### src/rtl/idu_stage.sv
// Pipelined RV instruction decoder: combinational field/type/immediate decode feeding a
// registered output stage with a one-entry skid buffer behind valid/ready handshakes.
module idu_stage #(
   parameter int unsigned XLEN    = 64,
   parameter int unsigned PC_W    = 64,
   parameter bit          HAS_FP  = 1'b0,
   parameter bit          HAS_AMO = 1'b1
) (
   input  logic            clk,
   input  logic            rst_n,
   input  logic            flush,
   input  logic            in_valid,
   output logic            in_ready,
   input  logic [31:0]     in_inst,
   input  logic [PC_W-1:0] in_pc,
   output logic            out_valid,
   input  logic            out_ready,
   output logic [PC_W-1:0] out_pc,
   output logic [6:0]      out_opcode,
   output logic [2:0]      out_funct3,
   output logic [6:0]      out_funct7,
   output logic [4:0]      out_rs1,
   output logic [4:0]      out_rs2,
   output logic [4:0]      out_rd,
   output logic [2:0]      out_type,
   output logic [XLEN-1:0] out_imm,
   output logic            out_illegal
);

   typedef enum logic [2:0] {
      TYPE_R    = 3'd0,
      TYPE_I    = 3'd1,
      TYPE_S    = 3'd2,
      TYPE_B    = 3'd3,
      TYPE_U    = 3'd4,
      TYPE_J    = 3'd5,
      TYPE_R4   = 3'd6,
      TYPE_NONE = 3'd7
   } inst_type_e;

   typedef struct packed {
      logic [PC_W-1:0] pc;
      logic [31:0]     inst;
      inst_type_e      ty;
      logic [XLEN-1:0] imm;
      logic            illegal;
   } bundle_t;

   localparam logic [6:0] OPC_LOAD      = 7'h03;
   localparam logic [6:0] OPC_LOAD_FP   = 7'h07;
   localparam logic [6:0] OPC_MISC_MEM  = 7'h0F;
   localparam logic [6:0] OPC_OP_IMM    = 7'h13;
   localparam logic [6:0] OPC_AUIPC     = 7'h17;
   localparam logic [6:0] OPC_OP_IMM_32 = 7'h1B;
   localparam logic [6:0] OPC_STORE     = 7'h23;
   localparam logic [6:0] OPC_STORE_FP  = 7'h27;
   localparam logic [6:0] OPC_AMO       = 7'h2F;
   localparam logic [6:0] OPC_OP        = 7'h33;
   localparam logic [6:0] OPC_LUI       = 7'h37;
   localparam logic [6:0] OPC_OP_32     = 7'h3B;
   localparam logic [6:0] OPC_MADD      = 7'h43;
   localparam logic [6:0] OPC_MSUB      = 7'h47;
   localparam logic [6:0] OPC_NMSUB     = 7'h4B;
   localparam logic [6:0] OPC_NMADD     = 7'h4F;
   localparam logic [6:0] OPC_OP_FP     = 7'h53;
   localparam logic [6:0] OPC_BRANCH    = 7'h63;
   localparam logic [6:0] OPC_JALR      = 7'h67;
   localparam logic [6:0] OPC_JAL       = 7'h6F;
   localparam logic [6:0] OPC_SYSTEM    = 7'h73;

   bundle_t    dec;
   bundle_t    main_q;
   bundle_t    skid_q;
   logic       skid_valid;
   inst_type_e dec_type;
   logic       is_fp;
   logic       is_amo;
   logic       is_w;

   // Type is looked up on the full 7-bit opcode, so compressed encodings land on NONE.
   always_comb begin
      dec_type = TYPE_NONE;
      is_fp    = 1'b0;
      is_amo   = 1'b0;
      is_w     = 1'b0;
      case (in_inst[6:0])
         OPC_LOAD, OPC_MISC_MEM, OPC_OP_IMM, OPC_JALR, OPC_SYSTEM: dec_type = TYPE_I;
         OPC_LOAD_FP:   begin dec_type = TYPE_I;  is_fp = 1'b1; end
         OPC_OP_IMM_32: begin dec_type = TYPE_I;  is_w  = 1'b1; end
         OPC_STORE:     dec_type = TYPE_S;
         OPC_STORE_FP:  begin dec_type = TYPE_S;  is_fp = 1'b1; end
         OPC_BRANCH:    dec_type = TYPE_B;
         OPC_AUIPC, OPC_LUI: dec_type = TYPE_U;
         OPC_JAL:       dec_type = TYPE_J;
         OPC_OP:        dec_type = TYPE_R;
         OPC_OP_32:     begin dec_type = TYPE_R;  is_w   = 1'b1; end
         OPC_AMO:       begin dec_type = TYPE_R;  is_amo = 1'b1; end
         OPC_OP_FP:     begin dec_type = TYPE_R;  is_fp  = 1'b1; end
         OPC_MADD, OPC_MSUB, OPC_NMSUB, OPC_NMADD: begin dec_type = TYPE_R4; is_fp = 1'b1; end
         default:       dec_type = TYPE_NONE;
      endcase
   end

   always_comb begin
      dec      = '0;
      dec.pc   = in_pc;
      dec.inst = in_inst;
      dec.ty   = dec_type;
      case (dec_type)
         TYPE_I:  dec.imm = XLEN'($signed(in_inst[31:20]));
         TYPE_S:  dec.imm = XLEN'($signed({in_inst[31:25], in_inst[11:7]}));
         TYPE_B:  dec.imm = XLEN'($signed({in_inst[31], in_inst[7], in_inst[30:25],
                                            in_inst[11:8], 1'b0}));
         TYPE_U:  dec.imm = XLEN'($signed({in_inst[31:12], 12'b0}));
         TYPE_J:  dec.imm = XLEN'($signed({in_inst[31], in_inst[19:12], in_inst[20],
                                            in_inst[30:21], 1'b0}));
         default: dec.imm = '0;
      endcase
      dec.illegal = (in_inst[1:0] != 2'b11) || (dec_type == TYPE_NONE) ||
                    (is_fp && !HAS_FP) || (is_amo && !HAS_AMO) || (is_w && (XLEN == 32));
   end

   assign in_ready = !skid_valid;

   // While the skid is occupied in_ready is low, so the input can be ignored in that branch.
   always_ff @(posedge clk or negedge rst_n) begin
      if (!rst_n) begin
         out_valid  <= 1'b0;
         skid_valid <= 1'b0;
         main_q     <= '0;
         skid_q     <= '0;
      end else if (flush) begin
         out_valid  <= 1'b0;
         skid_valid <= 1'b0;
      end else if (skid_valid) begin
         if (out_ready) begin
            main_q     <= skid_q;
            skid_valid <= 1'b0;
         end
      end else if (!out_valid || out_ready) begin
         out_valid <= in_valid;
         if (in_valid) main_q <= dec;
      end else if (in_valid) begin
         skid_q     <= dec;
         skid_valid <= 1'b1;
      end
   end

   assign out_pc      = main_q.pc;
   assign out_opcode  = main_q.inst[6:0];
   assign out_funct3  = main_q.inst[14:12];
   assign out_funct7  = main_q.inst[31:25];
   assign out_rs1     = main_q.inst[19:15];
   assign out_rs2     = main_q.inst[24:20];
   assign out_rd      = main_q.inst[11:7];
   assign out_type    = main_q.ty;
   assign out_imm     = main_q.imm;
   assign out_illegal = main_q.illegal;

endmodule

### config.mk
export PLATFORM = sky130hd
export DESIGN_NAME = idu_stage
export DESIGN_NICKNAME = d
export VERILOG_FILES = /design/src/rtl/idu_stage.sv
export SDC_FILE = /design/constraint.sdc
export NUM_CORES = 1
export LEC_CHECK = 0
export BUFFER_PORTS_ARGS = -buffer_cell sky130_fd_sc_hd__buf_2
export CAP_MARGIN = 5
export CORE_ASPECT_RATIO = 1.5
export CORE_UTILIZATION = 24
export CTS_CLUSTER_DIAMETER = 100
export DETAILED_ROUTE_END_ITERATION = 10
export PLACE_DENSITY = 0.38
export SYNTH_ARGS = -nofsm -noshare
export SYNTH_HDL_FRONTEND = slang
export SYNTH_SLANG_ARGS = --single-unit
### constraint.sdc
create_clock -name clk -period 4.7 [get_ports clk]
set_input_delay 0.94 -clock clk [delete_from_list [all_inputs] [get_ports clk]]
set_output_delay 0.94 -clock clk [all_outputs]
set_load 0.01 [all_outputs]
**Word-level counts from Yosys, hierarchy flattened**

Index checks and enable logic that the tools add are counted.

- Register bits: 330
- Latch bits: 0
- RAM bits: 0
- Memory bits (read-only): 0
- Input port bits: 101
- Output and inout bits: 166
- Word-level logic and storage cells: 77
- Memories: 0

- $add $sub $neg: 0
- Multipliers: 0
- Div/mod/pow operators: 0
- Order comparisons: 0
- Eq/ne operators: 30
- Shift-type cells: 0
- Muxes and demuxes: 15
- Bitwise logic cells: 3
- Reduce and logical (&&, ||, !) cells: 17

Operators with widths:

| kind | number |
|---|---|
| $mux W164 | 4 |
| $pmux W64 S5 | 1 |
| $eq A7 B7 Y1 const B | 9 |
| $eq A7 B6 Y1 const B | 6 |
| $eq A7 B5 Y1 const B | 3 |
| $pmux W3 S7 | 1 |
| $reduce_or A7 Y1 | 2 |
| $eq A3 B3 Y1 const B | 3 |
| $mux W1 | 9 |
| $reduce_and A4 Y1 | 2 |
| $reduce_or A4 Y1 | 2 |
| $eq A7 B2 Y1 const B | 1 |
| $eq A7 B3 Y1 const B | 1 |
| $eq A7 B4 Y1 const B | 1 |
| $eq A3 B2 Y1 const B | 2 |
| $ne A2 B2 Y1 const B | 3 |
| $reduce_bool A2 Y1 | 3 |
| $reduce_or A2 Y1 | 2 |
| $eq A3 B1 Y1 const B | 1 |
| $logic_or A1 B1 Y1 | 3 |
| $not A1 Y1 | 3 |
| $logic_not A1 Y1 | 2 |
| $reduce_and A2 Y1 | 1 |

**Logic depth before layout (Yosys ltp)**

Gate-level depths: netlist of the first run.

- Depth in word-level cells: 9
- Gate-level depth with buffers: 8

**Least setup slack after synthesis of the first run**

No wires, ideal clock.

- Path kind: input-to-reg
- Start: input in_inst[5]
- End: register skid_q[5] (netlist name)
- Setup time: 0.132 ns
- Arrival time: 1.952 ns
- Path slack: 2.616 ns
- Stages: 7
- Path buffers: 2
- Path through: buf_6 buf_4 nand3b_1 nand2_1 and4b_1 a311oi_1 o31ai_1

- Longest elaborated chain between the ends: 5
- Elaborated cells between the ends (all ways): 33
- Those cells by class: eq/ne: 26; mux: 2; reduce/logical: 5

RTL lines:

| item | line | RTL |
|---|---|---|
| start: declaration | 14 | `input logic [31:0] in_inst,` |
| $eq A7 B5 Y1, or another cell as far along | -- |  |
| $reduce_or A7 Y1 (no source line), or another cell as far along | -- |  |
| $pmux W3 S7 * | 86 | `case (in_inst[6:0])` |
| $eq A3 B3 Y1, or another cell as far along | 109 | `case (dec_type)` |
| $pmux W64 S5 * | 109 |  |
| end signal: assignment | 131 | `skid_q <= '0;` |
| end signal: assignment | 144 | `skid_q <= dec;` |
| end: declaration | 73 | `bundle_t skid_q;` |

Every way passes the cells marked *; elsewhere a longest branch is shown, timed or not.
A chain may end at the register's enable or synchronous reset.

**Worst setup path in the final report of the first run**

- Start: register skid_valid
- End: output in_ready

- Longest elaborated chain between the ends: 1

RTL lines:

| item | line | RTL |
|---|---|---|
| start: declaration | 74 | `logic skid_valid;` |
| start signal: assignment | 129 | `skid_valid <= 1'b0;` |
| start signal: assignment | 134 | `skid_valid <= 1'b0;` |
| start signal: assignment | 138 | `skid_valid <= 1'b0;` |
| $logic_not A1 Y1 | 123 | `assign in_ready = !skid_valid;` |
| end: declaration | 13 | `output logic in_ready,` |

No other way between the ends.

==> reports/summary.md, run 1 <==
Dividing the synthesized area by the synthesized cell count gives 9.60 um2. With fillers left out, the area of the finished cells amounts to 14,600 um2. The critical path in this run is classified as flop to output pin. The type of the most critical hold path was input port to asynchronous set/reset pin. For the synthesized netlist net count, the log shows 1,350. During I/O placement, the number of pins put on the boundary was 267. The number of clock sinks is 266, and the slew at the pin closest to its max-slew limit is 0.996 ns. The area growth from synthesis to layout came out at 22.1%. Maximum root-to-sink buffer count: 3.

In this run the worst path has a maximum fanout of 35. For the worst slack after detailed placement, the log shows 1.61 ns. Max-cap violations in this run came to 0. The post-detailed-route wirelength per cell works out to 17.5 um. The number of buffers added to fix hold violations after cts was 0. The worst setup path is launched from a flop. Height of the die: 276 um.

The CTS clock-pin slew for the worst setup and hold paths is 0.06 ns. The logs give 0 for the number of warnings reported in the yosys synthesis log and 2 for the DRC violation count after routing. Yosys mapped a number of flops with a built-in enable equal to 0.

The tools report the total count of hold-check failures in the final report as 0. On the worst path, the slowest cell contributes a delay of 0.85 ns. The net count of the finished layout is 1,546. The portion of synthesized cell area occupied by the leading cell type was 55.5%; the wire length of the first global-routing pass was 57.9 mm.

The cell family contributing the most delay on the critical path is buffers and inverters. The number of synthesized register bits was 266; the final standard cell count with taps included and fillers excluded was 2,127. Sorting the synthesized cells by area gives the leading types as sky130_fd_sc_hd__dfrtp_1, sky130_fd_sc_hd__nand2_1, sky130_fd_sc_hd__mux2i_1, sky130_fd_sc_hd__o21ai_0, sky130_fd_sc_hd__buf_4.

The number of global-route vias before repair is 9,439. Via count: 9,332. After detailed placement, the total cell area comes to 13,700 um2. The tools report the initial antenna violation count as 4.

The run gives 55 as the number of distinct library cells after synthesis. Timing would allow up to 298 MHz. Across the VDD grid, the largest voltage drop is 0.258 mV.

The detailed-routing iteration count for the pre-antenna-repair pass is 7, and the number of violations reported at the end of detailed-routing iteration 0 is 579. In this run the cell area of the synthesized design comes to 12,000 um2. Entering global routing, the biggest net connects 101 pins.

The worst register-to-register path begins at skid_valid. Global routing used 14.7% of the available tracks across all layers. The final cell utilization of the core is 29.6%. The synthesized design spends more area on one cell type than any other, namely sky130_fd_sc_hd__dfrtp_1. The die covers 50,900 um2. Fraction of final layout cells with drive strength greater than 1: 23.8%. Of the available clock period, the critical path in the final layout requires 71.3%. The required time reported for the critical path endpoint is 3.76 ns. The worst setup path is captured at an output pin. The share of the Yosys chip area taken by registers is 55.5%. The share of async-settable or async-resettable flops after synthesis works out to 100%. The flow ran to the end, but the final reports show violations. The cell at the slowest stage of the critical path was sky130_fd_sc_hd__dfrtp_4. The global route total overflow came out at 0. The core region is 49,500 um2.

Count of pins over their slew limit: 0. The master cell of the clock root buffer is sky130_fd_sc_hd__clkbuf_16. The total of buffers placed on input and output ports was 266. The signal on the critical path passes through inv_1 -> buf_4 -> buf_2.

In the synthesized netlist the dominant register cell turns out to be sky130_fd_sc_hd__dfrtp_1. The analysis attributes to cell leakage a power of 7.02 nW. Counting tap cells, the placed design contains a total of 2,076 instances.

TritonCTS built the clock tree. Setup repair after global routing left no endpoint under its margin. After detailed routing, the number of vias per cell comes to 4.39. Setup slack closes at 1.35 ns. Final total negative setup slack: 0 ns.

In this run the tightest slew margin relative to its limit is 33.6%. The post-cts sizing count came out at 0. The most repeated cell in the gate-level netlist after synthesis is sky130_fd_sc_hd__nand2_1. The clock latency reported for the late side of the worst-skew pair came out at 0.57 ns. The floorplan step set the die width to 185 um. Data arrives at the worst endpoint at 2.41 ns.

The cell count after synthesis is 1,249. The run gives 0.354 ns as the worst hold margin. The checks that failed: design-rule violations.

By count the netlist is led by sky130_fd_sc_hd__nand2_1, sky130_fd_sc_hd__dfrtp_1, sky130_fd_sc_hd__o21ai_0. Total power for the finished layout comes to 6.37 mW. The clock skew is 0.0123 ns.

Once the clock tree was built, the setup fixing pass inserted 0 buffers. The run gives 0 as the number of antenna diodes. In this run the core area contains 100 standard-cell rows.

Once detail routing completed, the nets flagged for antenna violations numbered 0. Summed over all layers, the routed wires come to 37.3 mm. The run gives 24.3 mm as the half-perimeter wire length after detailed placement. The number of clock buffers added by TritonCTS is 30. The number of inserted filler cells in the final layout was 5,311.

The routability-driven placement congestion ratio is 0.717, and the total buffers and inverters traversed by the critical path is 3. The most critical setup path has its startpoint at skid_valid. For this configuration, the core starts out at a cell density of 24.2%. Dividing total power by cell area gives a power density of 435 nW/um2.

The clock period could shrink to 3.35 ns. The number of setup violations in the final report is 0. The number of H-tree levels was 1.
==> worst reg2reg max path, delay by kind of cell (launching register included) <==
family	cells	cell delay (ns)
buffers and inverters	1	0.89
and+or+nand+nor	2	0.62
DFF	1	0.85
AOI/OAI and AO/OA	1	0.24
==> state kept, by name, summed over array words and instances (netlist names), 5 cells and up <==
name	cells
out_rs2	5
out_pc	64
out_rs1	5
out_funct7	7
out_opcode	7
skid_q	132
out_imm	32
out_rd	5
==> metal layers <==
metal / share of wire (%) / global-route usage, % / vias to the layer above
li1: - / - / 4543
met5: 0.13 / 0 / -
met2: 51 / 26.7 / 215
met1: 42 / 17.7 / 4521
met4: 1.6 / 3.42 / 8
met3: 5.3 / 3.01 / 45
==> cell usage in the layout (no fill, tap or decap), types with 5 or more instances in the layout <==
| cell | n |
|---|---|
| sky130_fd_sc_hd__a21oi_1 | 22 |
| sky130_fd_sc_hd__a221o_1 | 5 |
| sky130_fd_sc_hd__a22o_1 | 6 |
| sky130_fd_sc_hd__a31oi_1 | 33 |
| sky130_fd_sc_hd__and3_1 | 12 |
| sky130_fd_sc_hd__buf_12 | 5 |
| sky130_fd_sc_hd__buf_2 | 265 |
| sky130_fd_sc_hd__buf_4 | 11 |
| sky130_fd_sc_hd__clkbuf_1 | 6 |
| sky130_fd_sc_hd__clkbuf_16 | 31 |
| sky130_fd_sc_hd__clkbuf_8 | 8 |
| sky130_fd_sc_hd__dfrtp_1 | 265 |
| sky130_fd_sc_hd__mux2i_1 | 97 |
| sky130_fd_sc_hd__nand2_1 | 424 |
| sky130_fd_sc_hd__nor2_1 | 27 |
| sky130_fd_sc_hd__nor2b_1 | 7 |
| sky130_fd_sc_hd__nor3_1 | 5 |
| sky130_fd_sc_hd__o21ai_0 | 129 |
| sky130_fd_sc_hd__o21ai_1 | 11 |
| sky130_fd_sc_hd__or3_1 | 21 |
==> final cells by class <==
| type | instances | area [um2] | area share (%) |
|---|---|---|---|
| Multi-Input combinational cell | 861 | 4620 | 31.6 |
| Timing Repair Buffer | 282 | 1520 | 10.4 |
| Clock buffer | 45 | 908 | 6.20 |
| Clock inverter | 6 | 83.8 | 0.572 |
| Sequential cell | 266 | 6660 | 45.5 |
| Tap cell | 663 | 830 | 5.66 |
| Inverter | 4 | 15.0 | 0.103 |
==> worst paths after layout <==
check,slack (ns),endpoint,cells after the start
worst max-delay path,1.35,in_ready,3
worst min register to register,0.47,skid_q[63],2
max in group asynchronous,3.19,out_pc[43],2
min in group clk,0.47,skid_q[63],2
worst max register to register,1.94,skid_q[0],4
worst min-delay path,0.35,out_pc[13],1
==> where the power goes <==
group / switching [mW] / internal [mW]
clock: 0.988 / 1.43
sequential: 0.232 / 2.72
combinational: 0.604 / 0.403
total: 1.82 / 4.55
==> kinds of logic after synthesis <==
| group | synth area share (%) |
|---|---|
| buffers and inverters | 6.16 |
| multiplexers | 8.19 |
| AO/OA/AOI/OAI | 11.7 |
| adder cells (fa/ha/maj) | 0.0834 |
| AND/OR/NAND/NOR | 18.3 |
| XOR/XNOR | 0.0730 |
| flip-flops | 55.5 |
No activity file was read; power rests on OpenSTA's default activity.
==> run 2: changes to the inputs <==
Clock period 4.7 ns to 3.33 ns, I/O delays scaled along.
==> run 2 against run 1 <==
  * The run still ends with design-rule violations left
  * Worst setup slack lost 0.57 ns
  * Sequential cell count is the same
  * Hold slack lost 0.26 ns
  * Via count grew 0.38%
  * Global-route usage shrank 0.22 points
  * Die area is the same
  * Clock skew is essentially flat
  * Critical path depth shrank 1
  * Combinational power grew 41%
  * Sequential share of layout area shrank 0.26 points
  * Final cell count grew 0.42%
  * Critical path type unchanged
  * Largest power group unchanged
==> reports/summary.md, run 2 (synthesis results as in run 1) <==
Number of inserted filler cells in the final layout: 5,281 (was 5,311). The net switching component of the power was 2.60 mW (was 1.82 mW); the post-cts sizing count was 0 (unchanged). The initial antenna violation count was 3 (was 4).

Critical register-to-register path startpoint: skid_valid (unchanged). Area of the die: 50,900 um2 (unchanged). The flip-flop count of the largest register, all copies and words added is 132 (unchanged). The tools report the master cell of the clock root buffer as sky130_fd_sc_hd__clkbuf_16 (unchanged). The total CTS buffers was 30 (unchanged); the detailed-routing iteration count for the pre-antenna-repair pass was 7 (unchanged).

The tools report the number of setup violations in the final report as 0 (unchanged). Sequential share of power: 46.2% (was 46.3%). Setup repair after global routing left no endpoint under its margin.

The maximum fanout along the worst path works out to 21 (was 35). The clock latency reported for the late side of the worst-skew pair is 0.56 ns (was 0.57 ns), and the fraction of final layout cells with drive strength greater than 1 is 24.2% (was 23.8%). The number of antenna diodes is 0 (unchanged), and the total of buffers placed on input and output ports is 266 (unchanged). The CTS clock-pin slew for the worst setup and hold paths was 0.06 ns (about the same). The initial cell density of the core was 24.2% (unchanged); the maximum root-to-sink buffer count was 3 (unchanged). The required time reported for the critical path endpoint was 2.66 ns (was 3.76 ns). The overall global routing resource usage came out at 14.5% (was 14.7%). The clock skew was 0.0125 ns (was 0.0123 ns). The routability-driven placement congestion ratio was 0.712 (was 0.717). The commonest non-fill, non-tap cell in the layout is sky130_fd_sc_hd__nand2_1 (unchanged).

The logs give 44.0% (was 33.6%) for the relative max-transition margin and 2 (unchanged) for the DRC violation count after routing. The worst stage delay on the critical path is 0.65 ns (was 0.85 ns), and the internal power consumption is 6.42 mW (was 4.55 mW). Routed via count divided by cell count: 4.39 (about the same).

List of cells traversed by the critical path: inv_1 -> buf_2 (was inv_1 -> buf_4 -> buf_2). The area growth from synthesis to layout was 22.8% (was 22.1%). The run gives 0 (unchanged) as the number of buffers added to fix hold violations after cts.

The number of nets still failing antenna checks after routing came out at 0 (unchanged). The run gives 56.8 mm (was 57.9 mm) as the wire length of the first global-routing pass. The logs give 49,500 um2 (unchanged) for the area of the core and 38.1% (was 37.9%) for the share of power burned in the clock network.

Cell at the slowest stage of the critical path: sky130_fd_sc_hd__dfrtp_4 (unchanged). The via count is 9,367 (was 9,332). The run gives 24.5 mm (was 24.3 mm) as the half-perimeter wire length after detailed placement. The number of global-route vias before repair was 9,299 (was 9,439). The slew at the pin closest to its max-slew limit works out to 0.840 ns (was 0.996 ns). The largest net degree at the start of global routing is 137 (was 101), and the switching portion of total power is 28.8% (was 28.6%). The logs give 267 (unchanged) for the number of I/O pins and 0 ns (unchanged) for the final total negative setup slack. For the net count of the finished layout, the log shows 1,551 (was 1,546). Failing checks: design-rule violations (unchanged). For the placement row count, the log shows 100 (unchanged). For the total detailed-routing wirelength, the log shows 36.9 mm (was 37.3 mm). The tools report the count of pins over their slew limit as 0 (unchanged). The height of the die works out to 276 um (unchanged).

The count of maximum capacitance violations came out at 0 (unchanged). Based on the critical path, the design can be clocked at up to 392 MHz. The global route total overflow came out at 0 (unchanged). The capturing element type of the critical path is an output pin (unchanged). TritonCTS built the clock tree. The logs give 7.06 nW (was 7.02 nW) for the leakage component of the power and 9.02 mW (was 6.37 mW) for the power after layout.

Critical path startpoint category: a flop (unchanged). The combinational group share of total power was 15.7% (was 15.8%); the endpoint arrival time on the critical path was 1.89 ns (was 2.41 ns). The reg2reg setup slack is 0.95 ns (was 1.94 ns), and the number of violations reported at the end of detailed-routing iteration 0 is 404 (was 579). Post-detailed-route wirelength per cell: 17.3 um (was 17.5 um).

The ratio of total power to cell area was 612 nW/um2 (was 435 nW/um2). The die boundary width came out at 185 um (unchanged). The classification of the worst setup path is flop to output pin (unchanged). Type of the most critical hold path: input port to asynchronous set/reset pin (unchanged).

The worst-case vdd ir drop was 0.365 mV (was 0.258 mV). The number of H-tree levels was 1 (unchanged). The post-CTS setup buffer count is 0 (unchanged). The flow ran to the end, but the final reports show violations. The endpoint of the worst-slack reg-to-reg timing path is out_imm[14] (was skid_q[0]). The worst path needs 2.55 ns of the cycle, external delays included. Most frequent cells in the layout: sky130_fd_sc_hd__nand2_1, sky130_fd_sc_hd__buf_2, sky130_fd_sc_hd__dfrtp_1 (unchanged).

The worst path uses 76.6% of the clock period. The number of cells on the worst reg-to-reg path came out at 6 (was 4). The total count of hold-check failures in the final report was 0 (unchanged).

Register bank with the most flops: skid_q (unchanged). For the number of clock sinks, the log shows 266 (unchanged).
[run 2: cell count changes in the layout (fill, tap and decap cells not counted), sizes merged]
cell,change
clkinv,+2
clkbuf,+1
buf,+5
inv,+1
[run 2: final cells by class]
| type | count | area, um2 | area share (%) |
|---|---|---|---|
| Multi-Input combinational cell | 861 | 4620 | 31.4 |
| Inverter | 4 | 15.0 | 0.102 |
| Timing Repair Buffer | 287 | 1590 | 10.8 |
| Tap cell | 663 | 830 | 5.63 |
| Clock inverter | 9 | 114 | 0.773 |
| Sequential cell | 266 | 6660 | 45.2 |
| Clock buffer | 46 | 901 | 6.12 |
[run 2: worst max path at each step]
stage                  end        start  slack [ns]  cells after the start
2_1_floorplan    skid_q[5]   in_inst[5]        1.52                      7
3_5_place_dp   out_imm[25]   in_inst[5]        0.77                      6
3_3_place_gp   out_imm[25]   in_inst[5]        0.83                      6
5_1_grt        out_imm[39]  out_imm[62]        0.68                      1
4_1_cts           in_ready   skid_valid        0.68                      2
6_report          in_ready   skid_valid        0.78                      2
[run 2: layer usage]
metal	track usage [%]	wire length (um)	vias to the layer above
li1	-	-	4555
met1	16.8	15100	4537
met2	26.6	19000	218
met3	2.82	1850	51
met4	4.52	880	6
met5	0	37	-
[run 2: power by group through the flow]
stage	logic [mW]	clock network, mW	registers (mW)
2_1_floorplan	0.713	0	4.28
3_3_place_gp	1.44	0	4.22
5_1_grt	1.64	3.69	4.25
6_report	1.42	3.44	4.16
3_5_place_dp	1.46	0	4.23
4_1_cts	1.46	3.59	4.18
[run 2: through the flow]
stage | util (%) | cells | setup slack [ns] | instance area, um2 | hold slack [ns]
4_1_cts | 29.7 | 2136 | 0.684 | 14700 | 0.0917
5_1_grt | 29.7 | 2136 | 0.678 | 14700 | 0.117
3_3_place_gp | 27.7 | 2081 | 0.826 | 13700 | 0.452
3_5_place_dp | 27.7 | 2081 | 0.774 | 13700 | 0.459
6_report | 29.7 | 2136 | 0.778 | 14700 | 0.0952
2_1_floorplan | - | 1249 | 1.52 | 12000 | 0.370
[run 2: worst max-delay path, delay by kind of cell, from the launching register on]
kind	cells	cell delay [ns]
flops	1	0.65
buf+inv	2	0.66
==> run 3: changes to the inputs <==
Clock period 3.33 ns to 2.61 ns, I/O delays scaled along.
==> run 3 against run 2 <==
  * The run still ends with design-rule violations left
  * Non-clock buffer count up 16
  * Sequential share of layout area decreased by 0.54 points
  * Clock skew is 0.020 ns higher
  * Critical endpoint unchanged
  * Routed wire length up 0.50%
  * Largest power group unchanged
  * Sequential power rose by 28%
==> reports/summary.md, run 3 (synthesis results as in run 1) <==
The run finished, with violations left. Failing checks: design-rule violations (unchanged). Final total negative setup slack: 0 ns (unchanged).

The logs give 9,393 (was 9,367) for the via count and 0.138 ns (was 0.0952 ns) for the worst hold margin. Commonest non-fill, non-tap cell in the layout: sky130_fd_sc_hd__nand2_1 (unchanged). For the routability-driven placement congestion ratio, the log shows 0.780 (was 0.712). The post-detailed-route wirelength per cell is 17.2 um (was 17.3 um), and the half-perimeter wire length after detailed placement is 25.2 mm (was 24.5 mm).

For the leakage component of the power, the log shows 7.15 nW (was 7.06 nW). The required time reported for the critical path endpoint was 2.09 ns (was 2.66 ns). The total CTS buffers is 30 (unchanged).

Worst-case vdd ir drop: 0.470 mV (was 0.365 mV). The capturing element type of the critical path is an output pin (unchanged). The number of antenna diodes was 0 (unchanged).

The number of violations reported at the end of detailed-routing iteration 0 was 376 (was 404). Area of the core: 49,500 um2 (unchanged). The overall global routing resource usage came out at 14.8% (was 14.5%). The number of nets still failing antenna checks after routing came out at 0 (unchanged).

Maximum fanout along the worst path: 20 (was 21). The number of setup violations in the final report is 0 (unchanged). The count of pins over their slew limit was 0 (unchanged). The routed via count divided by cell count came out at 4.36 (was 4.39).

The number of global-route vias before repair came out at 9,528 (was 9,299). Number of I/O pins: 267 (unchanged). Classification of the worst setup path: flop to output pin (unchanged). The net count of the finished layout was 1,567 (was 1,551). Fraction of the cycle the final worst path needs: 92.9%.

The largest net degree at the start of global routing was 73 (was 137); the initial antenna violation count was 2 (was 3). The tools report the power after layout as 11.5 mW (was 9.02 mW). The area growth from synthesis to layout was 24.3% (was 22.8%).

The run gives 5,340 (was 5,281) as the number of inserted filler cells in the final layout. Initial cell density of the core: 24.2% (unchanged). Fraction of final layout cells with drive strength greater than 1: 25.0% (was 24.2%).

The type of the most critical hold path was input port to flop (was input port to asynchronous set/reset pin). For the wire length of the first global-routing pass, the log shows 57.8 mm (was 56.8 mm). The register bank with the most flops was skid_q (unchanged).

Derived from the worst setup path, the maximum achievable clock frequency is 413 MHz. The DRC violation count after routing is 2 (unchanged). The maximum root-to-sink buffer count came out at 3 (unchanged).

The critical path startpoint category was a flop (unchanged). Setup repair after global routing left no endpoint under its margin. The die boundary width was 185 um (unchanged).

The post-CTS setup buffer count is 0 (unchanged). For the detailed-routing iteration count for the pre-antenna-repair pass, the log shows 8 (was 7). Most frequent cells in the layout: sky130_fd_sc_hd__nand2_1, sky130_fd_sc_hd__buf_2, sky130_fd_sc_hd__dfrtp_1 (unchanged). The flip-flop count of the largest register, all copies and words added works out to 132 (unchanged). The tools report the placement row count as 100 (unchanged). The total of buffers placed on input and output ports was 266 (unchanged). The endpoint arrival time on the critical path was 1.90 ns (was 1.89 ns); the height of the die was 276 um (unchanged). The run gives 0 (unchanged) as the global route total overflow. The slew at the pin closest to its max-slew limit was 0.791 ns (was 0.840 ns). The clock skew is 0.0326 ns (was 0.0125 ns). The ratio of total power to cell area was 773 nW/um2 (was 612 nW/um2). The number of H-tree levels is 1 (unchanged), and the total detailed-routing wirelength is 37.1 mm (was 36.9 mm). Total count of hold-check failures in the final report: 0 (unchanged). The count of maximum capacitance violations was 0 (unchanged). The time the worst path needs with I/O delays and setup was 2.42 ns; the CTS clock-pin slew for the worst setup and hold paths was 0.06 ns (about the same). For the number of clock sinks, the log shows 266 (unchanged).

TritonCTS built the clock tree. The area of the die came out at 50,900 um2 (unchanged). For the relative max-transition margin, the log shows 47.3% (was 44.0%).

Master cell of the clock root buffer: sky130_fd_sc_hd__clkbuf_16 (unchanged). The tools report the clock latency reported for the late side of the worst-skew pair as 0.58 ns (was 0.56 ns).
run 3: cell type report:
type | instances | area [um2] | share of cell area [%]
Timing Repair Buffer | 303 | 1750 | 11.7
Inverter | 4 | 15.0 | 0.101
Sequential cell | 266 | 6660 | 44.7
Tap cell | 663 | 830 | 5.56
Clock buffer | 49 | 952 | 6.39
Multi-Input combinational cell | 861 | 4620 | 31.0
Clock inverter | 7 | 80.1 | 0.537
run 3: path summary, 6_finish.rpt:
check | startpoint | end | slack (ns) | cells after the start
hold / removal | in_pc[21] | skid_q[121] | 0.14 | 3
setup / recovery | skid_valid | in_ready | 0.19 | 3
setup reg to reg | skid_valid | out_imm[8] | 0.52 | 5
max in group asynchronous | rst_n | skid_q[84] | 1.36 | 4
min in group asynchronous | rst_n | out_pc[14] | 0.42 | 2
hold reg to reg | out_pc[38] | out_pc[38] | 0.47 | 2
run 3: power breakdown:
| group | internal (mW) | total [mW] | switching (mW) |
|---|---|---|---|
| Sequential | 4.89 | 5.31 | 0.415 |
| Combinational | 0.749 | 1.84 | 1.09 |
| Clock | 2.58 | 4.37 | 1.79 |
| Total | 8.22 | 11.5 | 3.30 |
run 3: per-layer routing:
metal | GRT usage, % | vias up | part of all wire [%]
met5 | 0 | - | 0.076
met4 | 4.82 | 4 | 2.7
li1 | - | 4595 | -
met1 | 17.6 | 4503 | 41
met2 | 26.5 | 239 | 51
met3 | 2.61 | 52 | 5.1
run 3: per-stage QoR:
step	std cells	util [%]	worst slack, ns	instance area [um2]
floorplan	1249	-	0.944	12000
global placement	2096	28.0	0.356	13900
detailed placement	2096	28.0	0.363	13900
CTS	2153	30.1	0.135	14900
global route	2153	30.1	0.0801	14900
finish	2153	30.1	0.186	14900
run 3: timing repair:
| action | in CTS | in global routing |
|---|---|---|
| resized for setup | 0 | 0 |
| endpoints found under the setup margin | 0 | 0 |
| hold endpoints to repair | 32 | 0 |
| hold buffers | 1 | 0 |
run 3: critical path, cell delays in order (launching register included):
cell and delay (ns):
sky130_fd_sc_hd__dfrtp_4 0.54, sky130_fd_sc_hd__inv_1 0.24, sky130_fd_sc_hd__buf_4 0.34, sky130_fd_sc_hd__buf_2 0.19
